<file path="src/rtl/mipi_csi_tx_raw_packer_8b2lane.sv">
// Packs 4-pixel groups into the RAW8/RAW10/RAW12 CSI-2 byte stream and emits it as
// 16-bit two-lane words (lane 0 in the low byte), with line-end flush and last marking.
module mipi_csi_tx_raw_packer_8b2lane #(
  parameter int unsigned PIXEL_WIDTH = 16
) (
  input  logic                       clk_i,
  input  logic                       reset_i,
  input  logic [2:0]                 packet_type_i,
  input  logic                       pixel_valid_i,
  output logic                       pixel_ready_o,
  input  logic                       pixel_last_i,
  input  logic [4*PIXEL_WIDTH-1:0]   pixel_i,
  output logic                       output_valid_o,
  input  logic                       output_ready_i,
  output logic [15:0]                output_o,
  output logic [1:0]                 output_keep_o,
  output logic                       output_last_o
);
  localparam int unsigned BUF_BYTES = 8;
  localparam int unsigned BUF_W     = 8 * BUF_BYTES;
  localparam int unsigned FILL_W    = 4;
  localparam int unsigned GRP_W     = 48;

  typedef enum logic [1:0] {IDLE, PACK, FLUSH} state_t;
  typedef enum logic [1:0] {RAW8, RAW10, RAW12} fmt_t;

  state_t             state, state_nx;
  fmt_t               fmt_q, fmt_in, fmt_cur;
  logic [BUF_W-1:0]   data_q, data_nx;
  logic [FILL_W-1:0]  fill, fill_nx, grp_bytes, drain, remain;
  logic [6:0]         drain_sh, app_sh;
  logic [GRP_W-1:0]   grp;
  logic [7:0]         hi [4];
  logic [3:0]         lo [4];
  logic               accept;
  logic               valid_nx, last_nx;
  logic [1:0]         keep_nx;
  logic [15:0]        out_nx;
  logic               unused_pixel_bits;

  assign unused_pixel_bits = ^pixel_i;

  // Upper byte and the four bits below it of each MSB-aligned pixel.
  always_comb begin
    for (int p = 0; p < 4; p++) begin
      hi[p] = pixel_i[p*PIXEL_WIDTH + PIXEL_WIDTH - 1 -: 8];
      lo[p] = pixel_i[p*PIXEL_WIDTH + PIXEL_WIDTH - 9 -: 4];
    end
  end

  always_comb begin
    case (packet_type_i)
      3'h3:    fmt_in = RAW10;
      3'h4:    fmt_in = RAW12;
      default: fmt_in = RAW8;
    endcase
  end

  // The type only matters in IDLE; once a line starts the latched format rules.
  assign fmt_cur = (state == IDLE) ? fmt_in : fmt_q;

  always_comb begin
    grp       = '0;
    grp_bytes = FILL_W'(4);
    case (fmt_cur)
      RAW10: begin
        grp_bytes = FILL_W'(5);
        grp = {8'h00, lo[3][3:2], lo[2][3:2], lo[1][3:2], lo[0][3:2],
               hi[3], hi[2], hi[1], hi[0]};
      end
      RAW12: begin
        grp_bytes = FILL_W'(6);
        grp = {lo[3], lo[2], hi[3], hi[2], lo[1], lo[0], hi[1], hi[0]};
      end
      default: grp = {16'h0000, hi[3], hi[2], hi[1], hi[0]};
    endcase
  end

  assign pixel_ready_o = !reset_i && (state != FLUSH)
                         && (fill <= FILL_W'(BUF_BYTES) - grp_bytes);
  assign accept = pixel_valid_i && pixel_ready_o;

  // Buffer update: pop drained head bytes, append the new group right behind the rest.
  always_comb begin
    drain    = (output_valid_o && output_ready_i)
               ? (output_keep_o[1] ? FILL_W'(2) : FILL_W'(1)) : FILL_W'(0);
    remain   = fill - drain;
    drain_sh = {drain[3:0], 3'b000};
    app_sh   = {remain[3:0], 3'b000};
    fill_nx  = remain + (accept ? grp_bytes : FILL_W'(0));
    data_nx  = (data_q >> drain_sh) | (accept ? (BUF_W'(grp) << app_sh) : BUF_W'(0));
  end

  always_comb begin
    state_nx = state;
    case (state)
      IDLE:    if (accept) state_nx = pixel_last_i ? FLUSH : PACK;
      PACK:    if (accept && pixel_last_i) state_nx = FLUSH;
      FLUSH:   if (output_valid_o && output_ready_i && output_last_o) state_nx = IDLE;
      default: state_nx = IDLE;
    endcase
  end

  // Output word for the next cycle, decoded from next-state buffer contents.
  always_comb begin
    valid_nx = (fill_nx >= FILL_W'(2)) || ((state_nx == FLUSH) && (fill_nx == FILL_W'(1)));
    last_nx  = (state_nx == FLUSH) && (fill_nx != FILL_W'(0)) && (fill_nx <= FILL_W'(2));
    keep_nx  = 2'b00;
    out_nx   = 16'h0000;
    if (valid_nx) begin
      if (fill_nx == FILL_W'(1)) begin
        keep_nx = 2'b01;
        out_nx  = {8'h00, data_nx[7:0]};
      end else begin
        keep_nx = 2'b11;
        out_nx  = data_nx[15:0];
      end
    end
  end

  always_ff @(posedge clk_i) begin
    if (reset_i) begin
      state          <= IDLE;
      fmt_q          <= RAW8;
      fill           <= '0;
      data_q         <= '0;
      output_valid_o <= 1'b0;
      output_o       <= 16'h0000;
      output_keep_o  <= 2'b00;
      output_last_o  <= 1'b0;
    end else begin
      state          <= state_nx;
      fill           <= fill_nx;
      data_q         <= data_nx;
      output_valid_o <= valid_nx;
      output_o       <= out_nx;
      output_keep_o  <= keep_nx;
      output_last_o  <= last_nx;
      if (state == IDLE && accept) fmt_q <= fmt_in;
    end
  end

endmodule

</file>
<file path="config.mk">
export PLATFORM = sky130hd
export DESIGN_NAME = mipi_csi_tx_raw_packer_8b2lane
export DESIGN_NICKNAME = d
export VERILOG_FILES = /design/src/rtl/mipi_csi_tx_raw_packer_8b2lane.sv
export SDC_FILE = /design/constraint.sdc
export NUM_CORES = 1
export LEC_CHECK = 0
export BUFFER_PORTS_ARGS = -buffer_cell sky130_fd_sc_hd__buf_2
export CORE_UTILIZATION = 38
export CTS_CLUSTER_SIZE = 30
export DETAILED_ROUTE_END_ITERATION = 12
export PLACE_DENSITY = 0.54
export SYNTH_ARGS = -nofsm -noshare
export SYNTH_HDL_FRONTEND = slang
export SYNTH_SLANG_ARGS = --single-unit
export TNS_END_PERCENT = 20
</file>
<file path="constraint.sdc">
create_clock -name clk_i -period 5.95 [get_ports clk_i]
set_clock_uncertainty 0.2 [all_clocks]
set_input_delay 1.19 -clock clk_i [delete_from_list [all_inputs] [get_ports clk_i]]
set_output_delay 1.19 -clock clk_i [all_outputs]
set_load 0.005 [all_outputs]
</file>
# Word level (Yosys, flattened, before mapping)
# Index checks and enable logic that the tools add are counted.
[totals]
register_bits = 92
input_bits = 72
[classes]
add_sub_neg = 3
magnitude_cmp = 3
n_eq_ne = 9
shifts = 2
n_mux = 14
n_bitwise = 2
reduce_logical = 16
[ops]
columns = ["cell", "n"]
rows = [
  ["48-bit one-hot mux with 2 select lines", 1],
  ["64-bit two-way mux", 1],
  ["64-bit bitwise OR", 1],
  ["48-bit by 7-bit << shifter with 64-bit output", 1],
  ["64-bit by 5-bit >> shifter with 64-bit output", 1],
  ["2-bit two-way mux", 8],
  ["1-bit logical AND", 10],
  ["2-bit one-hot mux with 2 select lines", 2],
  ["2-bit equality test (second input constant)", 3],
  ["2-bit one-hot mux with 3 select lines", 1],
  ["4-bit adder", 1],
  ["2-bit by 1-bit equality test with 1-bit output (second input constant)", 2],
  ["4-bit by 1-bit equality test with 1-bit output (second input constant)", 1],
  ["4-bit by 2-bit greater-or-equal comparator with 1-bit output (second input constant)", 1],
  ["4-bit by 2-bit <= comparator with 1-bit output (second input constant)", 1],
  ["4-bit <= comparator", 1],
  ["4-bit two-way mux", 1],
  ["4-bit nonzero test", 1],
  ["4-bit by 2-bit subtractor with 4-bit output", 1],
  ["4-bit subtractor (first input constant)", 1],
  ["3-bit by 2-bit equality test with 1-bit output (second input constant)", 1],
  ["3-bit equality test (second input constant)", 1],
  ["3-bit OR reduction", 1],
  ["2-bit logical NOT", 1],
  ["5 further kinds", 5],
]

# Logic depth before layout (Yosys ltp)
# Gate-level depths: netlist of run 1.
[depth]
depth_word = 17
depth_mapped = 21
depth_no_buf = 17

# Worst setup path after synthesis of run 1
# No wires, ideal clock.
[synth_path]
path_kind = "in2reg"
start = "input packet_type_i[2]"
end = "register output_o[10]"
setup_time_ns = 0.064
t_arrival_ns = 5.107
t_required_ns = 5.686
setup_slack_ns = 0.579
path_stages = 20
cell_sequence = "nor3b_1 > mux2_2 > ha_1 > buf_1 > inv_1 > ha_1 > nor2_1 > a31oi_1 > a211oi_4 > buf_2 > nand2_1 > inv_1 > ha_1 > a21o_1 > a21oi_1 > xnor3_1 > a31o_2 > buf_2 > buf_2 > nor2_1"
[synth_between]
elab_chain_cells = 17
[synth_lines]
columns = ["element", "line", "text"]
rows = [
  ["from (decl)", "8", "input logic [2:0] packet_type_i,"],
  ["3-bit equality test or 3-bit by 2-bit equality test with 1-bit output (tied branches)", "52", "case (packet_type_i)"],
  ["2-bit one-hot mux with 2 select lines (*)", "52", ""],
  ["2-bit two-way mux (*)", "60", "assign fmt_cur = (state == IDLE) ? fmt_in : fmt_q;"],
  ["branches (longest 14 deep; another with 4-bit subtractor)", "--", ""],
  ["to (signal assigned)", "136", "output_o <= out_nx;"],
  ["to (decl)", "15", "output logic [15:0] output_o,"],
]
# Mark *: on every way between the ends.
# A chain may end at the register's enable or synchronous reset.

# Worst setup path after layout of run 1
[layout_path]
start = "input packet_type_i[2]"
end = "register output_o[2]"
[layout_between]
elab_chain_cells = 17
[layout_lines]
columns = ["element", "line"]
rows = [
  ["3-bit equality test or 3-bit by 2-bit equality test with 1-bit output (tied branches)", "52"],
  ["2-bit one-hot mux with 2 select lines (*)", "52"],
  ["2-bit two-way mux (*)", "60"],
  ["branches (longest 14 deep; another with 4-bit subtractor)", "--"],
]
# Marks and branches as above.

==> results.py, run 1 <==
metrics = {
    "cts": {
        "cts.htree.levels": 3,
        "cts_tree": "built",
        "hold_buffers": 0,
        "postCtsSetupBuffers": 0,
        "worstSkewPairLatency_ps": 360,
        "cts-resized-gates": 0,
        "clock_sinks": 92,
        "clockBufferDepth": 2,
        "cts.clk_slew.worst_paths_ps": 70,
        "cts_buffers": 9,
        "root_buffer": "clkbuf_16",
    },
    "route": {
        "ant_nets": 0,
        "dr_total_vias": 5862,
        "drc": 0,
        "vias_per_cell": 6.125,
        "totalWireLength_mm": 19.40,
        "drtIter0Drc": 584,
        "post_drt_wl_per_cell_um": 20.27,
        "drtPass1Iterations": 6,
    },
    "power": {
        "total_leakage_power_nw": 2.526,
        "power_density_mw_per_mm2": 551.6,
        "ir_worst_vdd_v": 0.0003146,
    },
    "logic_synthesis": {
        "synth_nets": 809,
        "synth_area_mm2": 0.005867,
        "syn_inst": 724,
        "ys.flop_type": "dfxtp_1",
        "yosysUniqueCellTypes": 65,
        "ys_ff_latch": 92,
        "yosysSeqAreaShare_pct": 31.39,
        "avgSynthCellArea_um2": 8.103,
        "netlist_top_cells_area": "dfxtp_1 31%, mux2i_1 10%, a21oi_1 7.3%",
        "synth.top_cell.area_share_pct": 31.39,
        "synth_top_cells_by_count": "92 x dfxtp_1, 92 x nor2_1, 85 x a21oi_1, 64 x nand2_1, 59 x mux2i_1",
        "synth_edf_count": 0,
        "synth-async-reset-ratio_pct": 0,
        "synth_largest_area_cell": "dfxtp_1",
        "ys_warn_count": 0,
    },
    "run_status": {
        "status": "completed",
    },
    "grt": {
        "antenna_found_initial": 0,
        "grt_pass1_wl_mm": 30.44,
        "grt_pass1_vias": 5316,
        "grt_max_degree": 90,
        "overflow": 0,
        "grtUsageTotal_pct": 24.80,
    },
    "floorplan": {
        "core_mm2": 0.01515,
        "start_util_pct": 38.74,
        "rows": 45,
        "ios": 93,
        "die_w_um": 126.3,
        "die_area_mm2": 0.01594,
        "die_height_um": 126.3,
    },
    "worst_setup_path": {
        "crit_path_start_kind": "primary input",
        "required_ps": 6040,
        "crit_fanout": 31,
        "path_class": "in2reg",
        "end_kind": "flip-flop",
        "cp.arrival_ps": 4880,
    },
    "cells_and_area": {
        "diodes": 0,
        "final_nets": 849,
        "post_route_cells_drive_above_1_share_pct": 18.34,
        "n_fill_cell": 1514,
        "syn_to_final_growth_pct": 11.99,
    },
    "sta": {
        "slew_violations": 0,
        "final.setup.tns_ps": 0,
        "finalSetupViolCount": 0,
        "slew_headroom_pct": 24.25,
        "rsz0062_at_grt": "false",
        "final_hold_viol_count": 0,
        "fin_crit_sh_pct": 80.47,
        "worst_pin_slew_ps": 1132,
        "whs_ps": 255.2,
        "min_period_ps": 4788,
        "fmax_mhz": 208.9,
    },
    "placement": {
        "portBuffers": 76,
        "dp_hpwl_mm": 13.95,
        "gp_congestion": 0.9350,
    },
    "hold_path": {
        "hold_path_class": "reg2reg",
    },
    "run": {
        "cap_viol_max_count": 0,
    },
}
-- cell type report --
cell class / instances / area (µm²) / area share (%)
clock buffers: 9 / 225.2 / 3.428
well taps: 188 / 235.2 / 3.580
repair buffers: 89 / 478.0 / 7.275
flip-flops and latches: 92 / 1843 / 28.05
multi-input cells: 557 / 3665 / 55.78
clock inverters: 7 / 67.56 / 1.028
inverters: 15 / 56.30 / 0.8570
-- cell families (layout without fill, tap and decap cells) --
logic type / Yosys count / in the layout / share of synthesized area [%]
adder cells (fa/ha/maj): 13 / 13 / 3.028
multiplexers: 75 / 75 / 13.20
AO/OA/AOI/OAI: 264 / 264 / 30.07
XOR/XNOR: 4 / 4 / 0.8318
AND/OR/NAND/NOR: 201 / 201 / 15.21
flip-flops: 92 / 92 / 31.39
buffers and inverters: 75 / 120 / 6.270
-- critical path: stages --
cell	delay [ps]
buf_2	100
nor3b_1	140
mux2_2	280
ha_1	310
buf_4	190
ha_1	300
a211o_1	380
a211oi_4	260
buf_4	400
ha_1	330
a21oi_1	150
xnor3_1	260
a31o_2	390
a21oi_1	170
-- flip-flops by register name, indices dropped and copies added, names as in the netlist --
signal and cells:
state 2, output_o 16, output_keep_o 2, fmt_q 2
data_q 64, output_last_o 1, output_valid_o 1, fill 4
-- routing by layer --
layer / vias to the layer above / share of wire (%) / track usage [%]
li1: 2785 / - / -
met1: 2768 / 45 / 34.34
met2: 266 / 43 / 36.40
met3: 43 / 7.7 / 4.630
met4: 0 / 4.5 / 13.11
met5: - / 0 / 0
-- final timing paths --
| path | start | to | slack (ps) | cells after the start |
|---|---|---|---|---|
| max | packet_type_i[2] | output_o[2] | 1160 | 14 |
| min | fmt_q[0] | fmt_q[0] | 260 | 2 |
| max reg2reg | state[1] | output_o[2] | 1480 | 13 |
| min reg2reg | fmt_q[0] | fmt_q[0] | 260 | 2 |
-- per-stage QoR --
| step | area [µm²] | utilization, % | setup slack [ps] | total power, mW | cells |
|---|---|---|---|---|---|
| after floorplan | 5867 | - | 579.0 | 2.408 | 724 |
| after global placement | 6277 | 41.45 | 854.2 | 2.983 | 941 |
| after detailed placement | 6277 | 41.45 | 796.4 | 3.002 | 941 |
| after CTS | 6570 | 43.38 | 1154 | 3.578 | 957 |
| after global routing | 6570 | 43.38 | 937.3 | 3.842 | 957 |
| final | 6570 | 43.38 | 1162 | 3.624 | 957 |
-- power by group --
group,switching (mW),internal (mW)
clock,0.277,0.294
sequential,0.114,0.785
combinational,1.42,0.737
-- placed cells by master (no fill, tap or decap), types with 9 or more instances in the layout --
cell	Yosys	routed
a31oi_1	23	23
buf_4	6	13
nand3_1	15	15
mux2_2	15	15
o22ai_1	21	21
a211oi_1	14	14
nand2_1	64	63
ha_1	11	11
a22oi_1	27	27
mux2i_1	59	59
o21ai_0	27	27
buf_2	14	76
a221oi_1	13	13
inv_1	15	15
clkbuf_16	0	9
a21oi_1	85	85
nor2_1	92	92
dfxtp_1	92	91
Power figures use the tool's default switching activity.
==> run 2, diff against run 1 <==
--- a/config.mk
+++ b/config.mk
@@ -9,7 +9,7 @@
 export CORE_UTILIZATION = 38
 export CTS_CLUSTER_SIZE = 30
 export DETAILED_ROUTE_END_ITERATION = 12
-export PLACE_DENSITY = 0.54
+export PLACE_DENSITY = 0.56
 export SYNTH_ARGS = -nofsm -noshare
 export SYNTH_HDL_FRONTEND = slang
 export SYNTH_SLANG_ARGS = --single-unit
==> constraint.sdc (replaced) <==
create_clock -name clk_i -period 4.26 [get_ports clk_i]
set_clock_uncertainty 0.2 [all_clocks]
set_input_delay 0.852 -clock clk_i [delete_from_list [all_inputs] [get_ports clk_i]]
set_output_delay 0.852 -clock clk_i [all_outputs]
set_load 0.005 [all_outputs]
==> run 2 against run 1 <==
- first-iteration DRC count fell by 13%
- cell count rose by 1.0%
- flip-flop and latch count did not move
- non-clock buffer count rose by 10
- total power rose by 47%
- wire length rose by 2.7%
- largest power group unchanged
==> results.py, run 2 (synthesized netlist as in run 1, its figures left out) <==
metrics = {
    "cts": {
        "cts.htree.levels": 3,
        "cts_tree": "built",
        "clock_sinks": 92,
        "cts_buffers": 9,
        "postCtsSetupBuffers": 0,
        "worstSkewPairLatency_ps": 350,
        "root_buffer": "clkbuf_16",
        "clockBufferDepth": 2,
        "cts.clk_slew.worst_paths_ps": 70,
    },
    "worst_setup_path": {
        "crit_fanout": 19,
        "required_ps": 4340,
        "path_class": "reg2reg",
        "crit_path_start_kind": "flip-flop",
        "reg2reg_depth": 14,
        "cp.arrival_ps": 4000,
        "end_kind": "flip-flop",
    },
    "route": {
        "dr_total_vias": 5881,
        "drtIter0Drc": 508,
        "totalWireLength_mm": 19.93,
        "post_drt_wl_per_cell_um": 20.61,
        "vias_per_cell": 6.082,
        "ant_nets": 0,
        "drc": 0,
        "drtPass1Iterations": 7,
    },
    "floorplan": {
        "rows": 45,
        "die_w_um": 126.3,
        "die_area_mm2": 0.01594,
        "ios": 93,
        "die_height_um": 126.3,
        "core_mm2": 0.01515,
        "start_util_pct": 38.74,
    },
    "placement": {
        "dp_hpwl_mm": 14.67,
        "gp_congestion": 0.9144,
        "portBuffers": 76,
    },
    "sta": {
        "final_hold_viol_count": 0,
        "fin_crit_sh_pct": 92.18,
        "worst_pin_slew_ps": 1109,
        "whs_ps": 264.8,
        "finalSetupViolCount": 0,
        "fmax_mhz": 254.7,
        "rsz0062_at_grt": "false",
        "min_period_ps": 3927,
        "slew_violations": 0,
        "slew_headroom_pct": 25.79,
    },
    "power": {
        "ir_worst_vdd_v": 0.0004335,
        "power_density_mw_per_mm2": 782.7,
        "total_leakage_power_nw": 2.613,
        "total_power_mw": 5.320,
    },
    "grt": {
        "grtUsageTotal_pct": 25.36,
        "grt_max_degree": 118,
        "grt_pass1_wl_mm": 30.97,
        "antenna_found_initial": 0,
        "grt_pass1_vias": 5475,
        "overflow": 0,
    },
    "cells_and_area": {
        "post_route_cells_drive_above_1_share_pct": 21.31,
        "regMostFlops": "data_q",
        "syn_to_final_growth_pct": 15.85,
        "n_fill_cell": 1505,
        "largest_register_ffs": 64,
        "final_nets": 859,
        "top_regs": "data_q x64, output_o x16, fill x4",
        "final_cell_mix": "91 x nor2_1, 91 x dfxtp_1, 84 x a21oi_1",
        "diodes": 0,
    },
    "hold_path": {
        "hold_path_class": "reg2reg",
        "holdPathStages": 2,
    },
    "run_status": {
        "status": "completed",
    },
    "run": {
        "cap_viol_max_count": 0,
    },
}
[run 2: power by group]
part	total [mW]	internal, mW	switching [mW]
registers	1.26	1.10	0.162
logic	3.16	1.15	2.01
clock network	0.899	0.536	0.364
[run 2: layout make-up]
class,count,area (µm²),share of cell area [%]
multi-input cells,557,3764,55.38
flip-flops and latches,92,1843,27.12
repair buffers,99,565.5,8.321
clock buffers,10,239.0,3.516
well taps,188,235.2,3.461
clock inverters,6,91.34,1.344
inverters,15,58.81,0.8652
[run 2: per-layer routing]
layer / GRT usage [%] / share of wire [%] / vias up
li1: - / - / 2805
met1: 34.30 / 45 / 2804
met2: 38.87 / 45 / 238
met3: 6.117 / 7.0 / 34
met4: 9.709 / 3.0 / 0
met5: 0 / 0 / -
[run 2: critical path, cell delays in order (launching register included)]
cell	delay (ps)
dfxtp_1	360
nor2_1	290
mux2i_1	390
ha_4	280
ha_4	240
a211o_4	340
a211oi_4	310
and2_4	200
ha_4	130
inv_2	40
fa_2	340
xor2_1	160
a31o_2	260
buf_12	150
a21oi_1	140
[run 2: metrics by stage]
step	util, %	setup slack [ps]	area, µm²	cells	setup TNS [ps]
final	44.87	333.1	6797	967	0
after global routing	44.87	196.0	6797	967	0
after CTS	44.86	275.2	6794	967	0
after detailed placement	42.68	-90.63	6464	951	-285.1
after global placement	42.68	31.01	6464	951	0
after floorplan	-	-64.46	5995	724	-607.6
[run 2: path summary, 6_finish.rpt]
check / startpoint / end / slack [ps]
worst max-delay path: state[1] / output_o[7] / 330
worst min-delay path: fmt_q[0] / fmt_q[0] / 260
worst max register to register: state[1] / output_o[7] / 330
worst min register to register: fmt_q[0] / fmt_q[0] / 260
[run 2: timing repair]
action | CTS | global route
setup endpoints to repair | 0 | 3
resized for setup | 0 | 1
hold buffers | 0 | 0
endpoints found under the hold margin | 0 | 0
==> run 3, diff against run 2 <==
==> constraint.sdc (replaced) <==
create_clock -name clk_i -period 4.26 [get_ports clk_i]
set_clock_uncertainty 0.2 [all_clocks]
set_input_delay 0.426 -clock clk_i [delete_from_list [all_inputs] [get_ports clk_i]]
set_output_delay 0.426 -clock clk_i [all_outputs]
set_load 0.005 [all_outputs]
==> run 3 against run 2 <==
- core utilization fell by 0.66 points
- cell area fell by 1.5%
- register-to-register slack got worse by 130 ps
- fmax fell by 3.2%
- via count fell by 0.49%
- total power fell by 1.1%
- first-iteration DRC count rose by 22%
- clock power fell by 6.0%
- worst hold slack got worse by 190 ps
- combinational power barely moved
- largest cell class unchanged
- largest power group unchanged
==> results.py, run 3 (synthesized netlist as in run 1, its figures left out) <==
metrics = {
    "route": {
        "drtIter0Drc": 618,
        "drc": 0,
        "drtPass1Iterations": 7,
        "totalWireLength_mm": 20.11,
        "post_drt_wl_per_cell_um": 20.86,
        "ant_nets": 0,
        "dr_total_vias": 5852,
        "vias_per_cell": 6.071,
    },
    "cells_and_area": {
        "n_fill_cell": 1523,
        "layout_commonest_cell": "dfxtp_1",
        "fin_cells": 964,
        "final_nets": 856,
        "final_cell_mix": "91 x dfxtp_1, 90 x nor2_1, 85 x a21oi_1",
        "regMostFlops": "data_q",
        "largest_register_ffs": 64,
        "diodes": 0,
        "top_regs": "data_q x64, output_o x16, fill x4",
        "post_route_cells_drive_above_1_share_pct": 19.85,
        "syn_to_final_growth_pct": 14.14,
    },
    "cts": {
        "cts_tree": "built",
        "root_buffer": "clkbuf_16",
        "clock_sinks": 92,
        "cts-resized-gates": 0,
        "clockBufferDepth": 2,
        "cts_buffers": 9,
        "postCtsSetupBuffers": 0,
        "hold_buffers": 0,
        "worstSkewPairLatency_ps": 350,
        "cts.clk_slew.worst_paths_ps": 70,
        "cts.htree.levels": 3,
    },
    "floorplan": {
        "start_util_pct": 38.74,
        "rows": 45,
        "ios": 93,
        "core_mm2": 0.01515,
        "die_w_um": 126.3,
        "die_area_mm2": 0.01594,
        "die_height_um": 126.3,
    },
    "hold_path": {
        "hold_path_class": "in2reg",
        "hp-start": "pixel_last_i",
        "holdPathStages": 2,
    },
    "sta": {
        "slew_headroom_pct": 29.39,
        "finalSetupViolCount": 0,
        "worst_pin_slew_ps": 1059,
        "rsz0062_at_grt": "true",
        "final_hold_viol_count": 0,
        "fin_crit_sh_pct": 95.21,
        "slew_violations": 0,
        "fmax_mhz": 246.6,
        "whs_ps": 77.44,
        "min_period_ps": 4056,
    },
    "worst_setup_path": {
        "reg2reg_from": "state[0]",
        "crit_fanout": 9,
        "cp_slowest_stage_delay_ps": 450,
        "critical_path.cell_chain": "nor2_4 -> mux2_2 -> ha_1 -> ha_1 -> a211o_4 -> a211oi_4 -> and2_1 -> ha_1 -> inv_1 -> fa_1 -> xor2_2 -> a31o_2 -> nand2_1",
        "required_ps": 4290,
        "startpoint": "state[0]",
        "cpMostUsedCell": "ha_1",
        "rrSetupSlack_ps": 200,
        "crit_path_start_kind": "flip-flop",
        "slowest_stage": "fa_1",
        "end_kind": "flip-flop",
        "reg2reg_depth": 13,
        "path_class": "reg2reg",
        "cp.arrival_ps": 4090,
    },
    "power": {
        "total_leakage_power_nw": 2.575,
        "power_density_mw_per_mm2": 785.7,
        "ir_worst_vdd_v": 0.0004301,
    },
    "run_status": {
        "status": "completed",
    },
    "grt": {
        "grt_pass1_vias": 5515,
        "grt_pass1_wl_mm": 31.06,
        "overflow": 0,
        "grtUsageTotal_pct": 25.42,
        "grt_max_degree": 118,
        "antenna_found_initial": 0,
    },
    "placement": {
        "portBuffers": 76,
        "gp_congestion": 0.9046,
        "dp_hpwl_mm": 14.36,
        "dp.cells": 947,
    },
    "run": {
        "cap_viol_max_count": 0,
    },
}
## run 3: cell types whose count changed in the layout (fill, tap and decap cells not counted), sizes merged
cell and delta:
buf -4, bufinv -1, clkbuf -1, a31o +1
clkinvlp +1, inv +1
## run 3: critical path: cells and delay by family (launching register included)
| family | cells | cell delay [ps] |
|---|---|---|
| AND/OR/NAND/NOR | 3 | 390 |
| multiplexers | 1 | 370 |
| buffers and inverters | 1 | 60 |
| XOR/XNOR | 1 | 300 |
| adder cells (fa/ha/maj) | 4 | 1280 |
| AO/OA/AOI/OAI | 3 | 990 |
| flip-flops | 1 | 330 |
## run 3: worst paths after layout
path / endpoint
worst max register to register: output_valid_o
worst min register to register: fmt_q[1]
worst max-delay path: output_valid_o
worst min-delay path: state[0]
## run 3: report_power, final
group          internal (mW)  leakage (nW)  switching (mW)  total (mW)
Sequential              1.10         0.747           0.162        1.26
Clock                  0.469         0.150           0.376       0.845
Combinational           1.11          1.68            2.05        3.16
Total                   2.67          2.57            2.59        5.26
## run 3: routing by layer
metal | vias to the layer above | share of wire [%] | GRT usage, % | wire (µm)
li1 | 2800 | - | - | -
met1 | 2744 | 45 | 34.43 | 9057
met2 | 273 | 44 | 39.78 | 8903
met3 | 35 | 7.1 | 4.333 | 1431
met4 | 0 | 3.6 | 10.84 | 715
met5 | - | 0 | 0 | 0
## run 3: cell type report
class	count	area (µm²)	share of cell area (%)
flip-flops and latches	92	1843	27.52
inverters	15	56.30	0.8408
well taps	188	235.2	3.513
multi-input cells	558	3725	55.62
clock inverters	7	88.84	1.327
repair buffers	95	523.0	7.810
clock buffers	9	225.2	3.363
## run 3: metrics by stage
| step | instance area [µm²] | setup slack [ps] | utilization (%) | TNS (ps) | total power [mW] |
|---|---|---|---|---|---|
| after floorplan | 5912 | 8.148 | - | 0 | 3.406 |
| after global placement | 6351 | 145.4 | 41.93 | 0 | 4.232 |
| after detailed placement | 6351 | 43.37 | 41.93 | 0 | 4.287 |
| after CTS | 6665 | 85.40 | 44.01 | 0 | 5.145 |
| after global routing | 6696 | -2.520 | 44.21 | -2.520 | 5.567 |
| final | 6696 | 204.0 | 44.21 | 0 | 5.261 |
